<file path="src/rtl/reg_read_dispatch_if.sv">
// Operand-fetch bus bundle: issue request, register-file read port,
// write-back snoop and the operand handshake towards the consumers.
interface reg_read_dispatch_if #(
  parameter int unsigned XLEN       = 32,
  parameter int unsigned REG_ADDR_W = 5
);
  logic                  issue_valid;
  logic                  issue_ready;
  logic [1:0]            issue_dst;
  logic [REG_ADDR_W-1:0] issue_rs1;
  logic [REG_ADDR_W-1:0] issue_rs2;
  logic                  issue_use_rs2;

  logic [REG_ADDR_W-1:0] rf_read_addr;
  logic [XLEN-1:0]       rf_read_data;

  logic                  wb_en;
  logic [REG_ADDR_W-1:0] wb_addr;
  logic [XLEN-1:0]       wb_data;

  logic                  out_valid;
  logic                  out_ready;
  logic [1:0]            out_dst;
  logic [XLEN-1:0]       out_op_a;
  logic [XLEN-1:0]       out_op_b;

  // Environment side: issue stage, register file, write-back path, consumer.
  modport master (
    output issue_valid, issue_dst, issue_rs1, issue_rs2, issue_use_rs2,
    output rf_read_data, wb_en, wb_addr, wb_data, out_ready,
    input  issue_ready, rf_read_addr, out_valid, out_dst, out_op_a, out_op_b
  );

  // Dispatch block side.
  modport slave (
    input  issue_valid, issue_dst, issue_rs1, issue_rs2, issue_use_rs2,
    input  rf_read_data, wb_en, wb_addr, wb_data, out_ready,
    output issue_ready, rf_read_addr, out_valid, out_dst, out_op_a, out_op_b
  );
endinterface

</file>
<file path="src/rtl/reg_read_dispatch.sv">
// Register read dispatch: fetches up to two operands for one issued
// instruction through a single RF read port, bypassing same-cycle
// write-back data and forcing x0 to zero, then holds the operand pair
// on a valid/ready handshake until the selected consumer takes it.
module reg_read_dispatch #(
  parameter int unsigned XLEN       = 32,
  parameter int unsigned REG_ADDR_W = 5
) (
  input logic              clk,
  input logic              reset,
  reg_read_dispatch_if.slave bus
);

  typedef enum logic [1:0] {
    StIdle,
    StReadA,
    StReadB,
    StHold
  } state_e;

  state_e                state_q, state_d;
  logic [1:0]            dst_q, dst_d;
  logic [REG_ADDR_W-1:0] rs1_q, rs1_d;
  logic [REG_ADDR_W-1:0] rs2_q, rs2_d;
  logic                  use_rs2_q, use_rs2_d;
  logic [XLEN-1:0]       op_a_q, op_a_d;
  logic [XLEN-1:0]       op_b_q, op_b_d;

  logic [REG_ADDR_W-1:0] rd_addr;
  logic [XLEN-1:0]       rd_value;

  // Read address and the resolved operand value for the register read this cycle.
  always_comb begin
    rd_addr = '0;
    unique case (state_q)
      StReadA: rd_addr = rs1_q;
      StReadB: rd_addr = rs2_q;
      default: rd_addr = '0;
    endcase

    // x0 beats the bypass, the bypass beats the register file.
    if (rd_addr == '0) begin
      rd_value = '0;
    end else if (bus.wb_en && (bus.wb_addr == rd_addr)) begin
      rd_value = bus.wb_data;
    end else begin
      rd_value = bus.rf_read_data;
    end
  end

  // Next-state and capture logic.
  always_comb begin
    state_d   = state_q;
    dst_d     = dst_q;
    rs1_d     = rs1_q;
    rs2_d     = rs2_q;
    use_rs2_d = use_rs2_q;
    op_a_d    = op_a_q;
    op_b_d    = op_b_q;

    unique case (state_q)
      StIdle: begin
        if (bus.issue_valid) begin
          dst_d     = bus.issue_dst;
          rs1_d     = bus.issue_rs1;
          rs2_d     = bus.issue_rs2;
          use_rs2_d = bus.issue_use_rs2;
          // dst 00 is consumed without producing a bundle.
          if (bus.issue_dst != 2'b00) begin
            state_d = StReadA;
          end
        end
      end
      StReadA: begin
        op_a_d = rd_value;
        if (use_rs2_q) begin
          state_d = StReadB;
        end else begin
          op_b_d  = '0;
          state_d = StHold;
        end
      end
      StReadB: begin
        op_b_d  = rd_value;
        state_d = StHold;
      end
      StHold: begin
        if (bus.out_ready) begin
          state_d = StIdle;
        end
      end
      default: state_d = StIdle;
    endcase
  end

  // State and operand registers, synchronous reset.
  always_ff @(posedge clk) begin
    if (reset) begin
      state_q   <= StIdle;
      dst_q     <= 2'b00;
      rs1_q     <= '0;
      rs2_q     <= '0;
      use_rs2_q <= 1'b0;
      op_a_q    <= '0;
      op_b_q    <= '0;
    end else begin
      state_q   <= state_d;
      dst_q     <= dst_d;
      rs1_q     <= rs1_d;
      rs2_q     <= rs2_d;
      use_rs2_q <= use_rs2_d;
      op_a_q    <= op_a_d;
      op_b_q    <= op_b_d;
    end
  end

  assign bus.issue_ready  = (state_q == StIdle);
  assign bus.rf_read_addr = rd_addr;
  assign bus.out_valid    = (state_q == StHold);
  assign bus.out_dst      = dst_q;
  assign bus.out_op_a     = op_a_q;
  assign bus.out_op_b     = op_b_q;

endmodule
</file>
<file path="src/flat_wrapper.sv">
// flat-port wrapper written by rule: the top's interface ports become plain ports
module reg_read_dispatch_flat 
#(
  parameter int unsigned XLEN       = 32,
  parameter int unsigned REG_ADDR_W = 5
)
  (clk, reset, bus_issue_valid, bus_issue_dst, bus_issue_rs1, bus_issue_rs2, bus_issue_use_rs2, bus_rf_read_data, bus_wb_en, bus_wb_addr, bus_wb_data, bus_out_ready, bus_issue_ready, bus_rf_read_addr, bus_out_valid, bus_out_dst, bus_out_op_a, bus_out_op_b);
  reg_read_dispatch_if #(.XLEN(XLEN), .REG_ADDR_W(REG_ADDR_W)) bus_i ();
  input logic clk;
  input logic reset;
  input wire logic [$bits(bus_i.issue_valid)-1:0] bus_issue_valid;
  input wire logic [$bits(bus_i.issue_dst)-1:0] bus_issue_dst;
  input wire logic [$bits(bus_i.issue_rs1)-1:0] bus_issue_rs1;
  input wire logic [$bits(bus_i.issue_rs2)-1:0] bus_issue_rs2;
  input wire logic [$bits(bus_i.issue_use_rs2)-1:0] bus_issue_use_rs2;
  input wire logic [$bits(bus_i.rf_read_data)-1:0] bus_rf_read_data;
  input wire logic [$bits(bus_i.wb_en)-1:0] bus_wb_en;
  input wire logic [$bits(bus_i.wb_addr)-1:0] bus_wb_addr;
  input wire logic [$bits(bus_i.wb_data)-1:0] bus_wb_data;
  input wire logic [$bits(bus_i.out_ready)-1:0] bus_out_ready;
  output wire logic [$bits(bus_i.issue_ready)-1:0] bus_issue_ready;
  output wire logic [$bits(bus_i.rf_read_addr)-1:0] bus_rf_read_addr;
  output wire logic [$bits(bus_i.out_valid)-1:0] bus_out_valid;
  output wire logic [$bits(bus_i.out_dst)-1:0] bus_out_dst;
  output wire logic [$bits(bus_i.out_op_a)-1:0] bus_out_op_a;
  output wire logic [$bits(bus_i.out_op_b)-1:0] bus_out_op_b;
  assign bus_i.issue_valid = bus_issue_valid;
  assign bus_i.issue_dst = bus_issue_dst;
  assign bus_i.issue_rs1 = bus_issue_rs1;
  assign bus_i.issue_rs2 = bus_issue_rs2;
  assign bus_i.issue_use_rs2 = bus_issue_use_rs2;
  assign bus_i.rf_read_data = bus_rf_read_data;
  assign bus_i.wb_en = bus_wb_en;
  assign bus_i.wb_addr = bus_wb_addr;
  assign bus_i.wb_data = bus_wb_data;
  assign bus_i.out_ready = bus_out_ready;
  assign bus_issue_ready = bus_i.issue_ready;
  assign bus_rf_read_addr = bus_i.rf_read_addr;
  assign bus_out_valid = bus_i.out_valid;
  assign bus_out_dst = bus_i.out_dst;
  assign bus_out_op_a = bus_i.out_op_a;
  assign bus_out_op_b = bus_i.out_op_b;
  reg_read_dispatch #(.XLEN(XLEN), .REG_ADDR_W(REG_ADDR_W)) u_core (.clk(clk), .reset(reset), .bus(bus_i));
endmodule
</file>
<file path="config.mk">
export PLATFORM = sky130hd
export DESIGN_NAME = reg_read_dispatch_flat
export DESIGN_NICKNAME = d
export VERILOG_FILES = /design/src/rtl/reg_read_dispatch_if.sv /design/src/rtl/reg_read_dispatch.sv /design/src/flat_wrapper.sv
export SDC_FILE = /design/constraint.sdc
export NUM_CORES = 1
export LEC_CHECK = 0
export CAP_MARGIN = 20
export CORE_MARGIN = 3
export CORE_UTILIZATION = 40
export CTS_BUF_LIST = sky130_fd_sc_hd__clkbuf_8
export DETAILED_ROUTE_END_ITERATION = 12
export PLACE_DENSITY = 0.72
export RECOVER_POWER = 50
export SLEW_MARGIN = 10
export SYNTH_ARGS = -nofsm -noshare
export SYNTH_HDL_FRONTEND = slang
export SYNTH_SLANG_ARGS = --single-unit
</file>
<file path="constraint.sdc">
create_clock -name clk -period 3.1 [get_ports clk]
set_input_delay 0.465 -clock clk [delete_from_list [all_inputs] [get_ports clk]]
set_output_delay 0.465 -clock clk [all_outputs]
set_load 0.01 [all_outputs]
</file>
# Word-level counts from Yosys, hierarchy flattened
# Cells that the tools add are included.
word_totals:
  ram_bits: 0
  mem_count: 0
  reg_bits: 79
  latchBits: 0
  input_bits: 87
  elab_cells: 33
  romBits: 0
op_classes:
  bitwise_logic: 0
  n_eq_ne: 8
  n_shift: 0
  reduce_logical: 8
  n_div: 0
  addsub: 0
  mul: 0
  mux: 10
  magnitude_cmp: 0
op_table:
  columns: ["operator", "n"]
  rows:
  - ["two-way mux 32 bit", 3]
  - ["one-hot mux 32 bit (2 select lines)", 1]
  - ["one-hot mux 5 bit (2 select lines)", 1]
  - ["one-hot mux 2 bit (4 select lines)", 1]
  - ["two-way mux 2 bit", 3]
  - ["inequality test 2 bit, second input constant", 3]
  - ["equality test 5 bit", 1]
  - ["logical NOT 5 bit", 1]
  - ["equality test 2 bit, second input constant", 2]
  - ["AND reduction 2 bit", 2]
  - ["nonzero test 2 bit", 2]
  - ["AND reduction 3 bit", 1]
  - ["equality test 2 x 1 -> 1 bit, second input constant", 1]
  - ["logical NOT 2 bit", 1]
  - ["inequality test 2 x 1 -> 1 bit, second input constant", 1]
  - ["logical AND 1 bit", 1]
  - ["two-way mux 1 bit", 1]

# Longest topological paths before layout
depth:
  ltp_word: 7
  depth_mapped: 11
  mapped_depth_nobuf: 8

# Worst setup path after synthesis
# OpenSTA, ideal clock, no wires.
synth_path:
  path_type: "reg2reg"
  from: "reg u_core.state_q[1]"
  to: "reg u_core.op_a_q[11], in the netlist u_core.bus.out_op_a[11]"
  synth_period_minus_slack_ns: 2.323
  setup_ns: 0.127
  path_slack_ns: 0.777
  path_buffers: 3
  path_stages_with_launch: 12
  t_arrival_ns: 2.196
  cell_sequence: "dfxtp_1 > inv_1 > ha_1 > buf_2 > a22o_1 > nand2_1 > inv_1 > or4_1 > buf_2 > buf_1 > nand4_1 > o211ai_1"
synth_between:
  elab_chain_cells: 6
synth_lines:
  columns: ["item", "line_no", "rtl"]
  rows:
  - ["start, declared", "reg_read_dispatch.sv:21", "state_e state_q, state_d;"]
  - ["start signal, assigned", "reg_read_dispatch.sv:99", "state_q <= StIdle;"]
  - ["start signal, assigned", "reg_read_dispatch.sv:107", "state_q <= state_d;"]
  - ["equality test 2 bit or equality test 2 x 1 -> 1 bit (tied branches)", "reg_read_dispatch.sv:35", "unique case (state_q)"]
  - ["one-hot mux 5 bit (2 select lines) (*)", "reg_read_dispatch.sv:35", null]
  - ["net bus_rf_read_addr[0]", "flat_wrapper.sv:22", "output wire logic [$bits(bus_i.rf_read_addr)-1:0] bus_rf_read_addr;"]
  - ["equality test 5 bit", "reg_read_dispatch.sv:44", "end else if (bus.wb_en && (bus.wb_addr == rd_addr)) begin"]
  - ["logical AND 1 bit", "reg_read_dispatch.sv:44", null]
  - ["two-way mux 32 bit", "reg_read_dispatch.sv:44", null]
  - ["two-way mux 32 bit (*)", "reg_read_dispatch.sv:42", "if (rd_addr == '0) begin"]
  - ["end signal, assigned", "reg_read_dispatch.sv:112", "op_a_q <= op_a_d;"]
  - ["end, declared", "reg_read_dispatch.sv:26", "logic [XLEN-1:0] op_a_q, op_a_d;"]
# Mark *: on every way through the listed nets, which the timed path passes. The rest lies on a longest branch.
# A chain may end at the register's enable or synchronous reset.

# Worst setup path in the final report
layout_path:
  from: "reg u_core.state_q[0]"
  to: "reg u_core.op_b_q[30], in the netlist u_core.bus.out_op_b[30]"
layout_between:
  elab_chain_cells: 7
layout_lines:
  columns: ["item", "line_no", "rtl"]
  rows:
  - ["equality test 2 bit or equality test 2 x 1 -> 1 bit (tied branches)", "reg_read_dispatch.sv:35, reg_read_dispatch.sv:61", null]
  - ["one-hot mux 5 bit (2 select lines)", "reg_read_dispatch.sv:35", null]
  - ["equality test 5 bit", "reg_read_dispatch.sv:44", null]
  - ["logical AND 1 bit", "reg_read_dispatch.sv:44", null]
  - ["two-way mux 32 bit", "reg_read_dispatch.sv:44", null]
  - ["two-way mux 32 bit", "reg_read_dispatch.sv:42", null]
  - ["one-hot mux 32 bit (2 select lines)", "reg_read_dispatch.sv:61", "unique case (state_q)"]
  - ["end signal, assigned", "reg_read_dispatch.sv:113", "op_b_q <= op_b_d;"]
  - ["end, declared", "reg_read_dispatch.sv:27", "logic [XLEN-1:0] op_b_q, op_b_d;"]
# Parallel ways exist; a longest one is shown, timed or not.

==> impl_results.md <==
* Status: completed
* Congestion Overflow GR at 0
* Hold-fix buffers at CTS at 0
* Slew Limit Fails at 0
* H-tree Lvls at 3
* CP Launch Type: flip-flop
* Post-Route WL at 11.7 mm
* Worst hold slack at 0.446 ns
* Place WS at 0.425 ns
* Syn Nets at 589
* Area grow syn2layout at 47.1%
* Hold crit path type: flip-flop to flip-flop
* Via density at 5.38
* Top-area cell type share of the netlist area at 0.405
* CP endpoint kind: flip-flop
* # Post-CTS Setup Buffers at 0
* Routability Congestion at 0.843
* Post-layout min period at 2.67 ns
* Met3 Use GR at 0.0469
* Row count at 35
* Post-cts sizing count at 0
* Total of max-cap violations at 0
* Port Buffers at 159
* Antenna cell count at 0
* Number of flops mapped to enable cells by yosys at 0
* Setup-failing EPs final at 0
* Starting density of the core at 0.417
* First-pass GRT wire length at 19.3 mm
* Setup Skew at 0.0104 ns
* Min setup slack post-route at 0.434 ns
* Width of the die at 105 um
* P_leak at 2.11 nW
* DR pass1 iterations at 5
* Finished Layout Cells at 768
* Total Routing Usage GR at 0.212
* Routed via count at 4,132
* Top cells by area, synth: dfxtp_1 (40%), mux2i_1 (8.2%), nor2_1 (6.7%)
* Relative slew slack at 0.499
* Power density cells at 673 nW/um^2
* Req. time, crit path at 3.32 ns
* Largest area contributor in the synthesized netlist: dfxtp_1
* Placed Cells at 752
* Setup TNS at 0 ns
* Asr flop ratio synth at 0
* Syn Area/Cell at 7.86 um^2
* Wire per inst at 15.2 um
* Post-synthesis cell area at 3900 um^2
* Core ar. at 9370 um^2
* Initial drt markers at 150
* Final Cycle Share at 0.860
* Root buffer cell: clkbuf_8
* Clk Latency, worst-skew pair at 0.34 ns
* Share of cells above drive strength 1 at 0.0469
* Die height at 105 um
* CTS Buf Count at 9
* Post-Syn Instances at 497
* IO Pins at 160
* Maximum VDD drop at 443 uV
* Die area at 11,000 um^2
* Peak Freq at 0.375 GHz
* Final Hold Fails at 0
* #FFs+latches synth at 79
* Seq/Total Area, Yosys at 0.405
* Vias in the first global route at 3,990
* CP arrival at 2.89 ns
* Synth cell count leaders: dfxtp_1 (79), nor2_1 (70), nand2_1 (61)
* Most Crowded Layer GR: met2
* Clock Tree Buf Depth at 2
* CTS tree: done
* Met2 Usage GRT at 0.344
* Routed Antenna Nets at 0
* Unique masters post-synth at 32
* # fillers at 883
* Worst-Margin Slew at 0.752 ns
* Syn. warnings at 0
* Layout Nets at 726
* RSZ-0062 raised after global routing: false
* Initial antenna violation count at 0
* Sink Count at 79
* Largest net degree at the start of global routing at 81
* Drt drc at 0
* Clock-pin transition on the worst setup and hold timing paths at 0.08 ns
* GR Layer Usage met1 at 0.278
* CP Class: flip-flop to flip-flop
* DP Wirelength at 8.37 mm
* Count leader, synth: dfxtp_1
* Critical path peak fanout at 18
* Dominant register cell in the synthesized netlist: dfxtp_1
where the power goes:
part,switching (mW),internal (mW)
registers,0.128,1.25
logic,1.05,0.780
clock network,0.381,0.285
final timing paths:
check	from	end	slack, ns	depth (start not counted)
setup / recovery	u_core.state_q[0]	u_core.bus.out_op_b[30]	0.43	8
hold reg to reg	u_core.bus.out_op_b[0]	u_core.bus.out_op_b[0]	0.45	2
hold / removal	u_core.bus.out_op_b[0]	u_core.bus.out_op_b[0]	0.45	2
setup reg to reg	u_core.state_q[0]	u_core.bus.out_op_b[30]	0.43	8
per-layer routing:
metal | share of wire | vias to the layer above
met5 | 0 | -
li1 | - | 2052
met4 | 0.020 | 0
met1 | 0.45 | 1929
met3 | 0.058 | 19
met2 | 0.48 | 132
worst max-delay path, stage by stage (launching register included):
cell      delay (ns)
dfxtp_1         0.39
inv_1           0.11
ha_1            0.28
a22oi_1         0.25
nor2_1          0.10
or4_2           0.86
nand4b_1        0.20
buf_4           0.25
o21ai_1         0.10
registers in the layout, summed over array words and instances, names as in the netlist:
register	cells
u_core.state_q	2
u_core.bus.out_op_b	32
u_core.bus.out_op_a	32
u_core.rs1_q	5
u_core.rs2_q	5
u_core.use_rs2_q	1
u_core.bus.out_dst	2
final cells by class:
cell class	instances	area, um^2	share of cell area
multi-input combinational	370	2120	0.369
timing repair buffer	168	1690	0.295
sequential	79	1580	0.275
tap	129	161	0.0281
clock buffer	9	124	0.0216
clock inverter	7	42.5	0.00741
inverter	6	22.5	0.00392
through the flow:
step / power [mW] / utilization / area, um^2
after floorplan: 2.48 / - / 3910
after global placement: 3.21 / 0.595 / 5580
after detailed placement: 3.29 / 0.595 / 5580
after CTS: 3.97 / 0.613 / 5740
after global routing: 4.17 / 0.613 / 5740
final: 3.87 / 0.613 / 5740
cells in the final DEF, fill, tap and decap left out, types with 2 or more instances in the layout:
cell              n
xnor2_1           2
buf_12            3
o211ai_1         32
clkbuf_8          9
clkdlybuf4s50_1  96
dfxtp_1          79
mux2i_1          32
a22oi_1           2
ha_1              4
nand3_1          33
nand4b_1          2
or3_1            34
a22o_1            2
inv_1             7
nand2_1          61
a21oi_1          16
clkinv_2          2
nand4_1          32
clkinv_4          2
buf_4             6
dlygate4sd3_1    62
o21ai_0           6
nor2_1           69
o21ai_1          32
cell families after synthesis:
logic type / synth area share
flip-flops: 0.405
adder cells (fa/ha/maj): 0.0160
AND/OR/NAND/NOR: 0.294
XOR/XNOR: 0.00449
buffers and inverters: 0.0538
multiplexers: 0.0820
AO/OA/AOI/OAI: 0.144
Power figures use the tool's default switching activity.
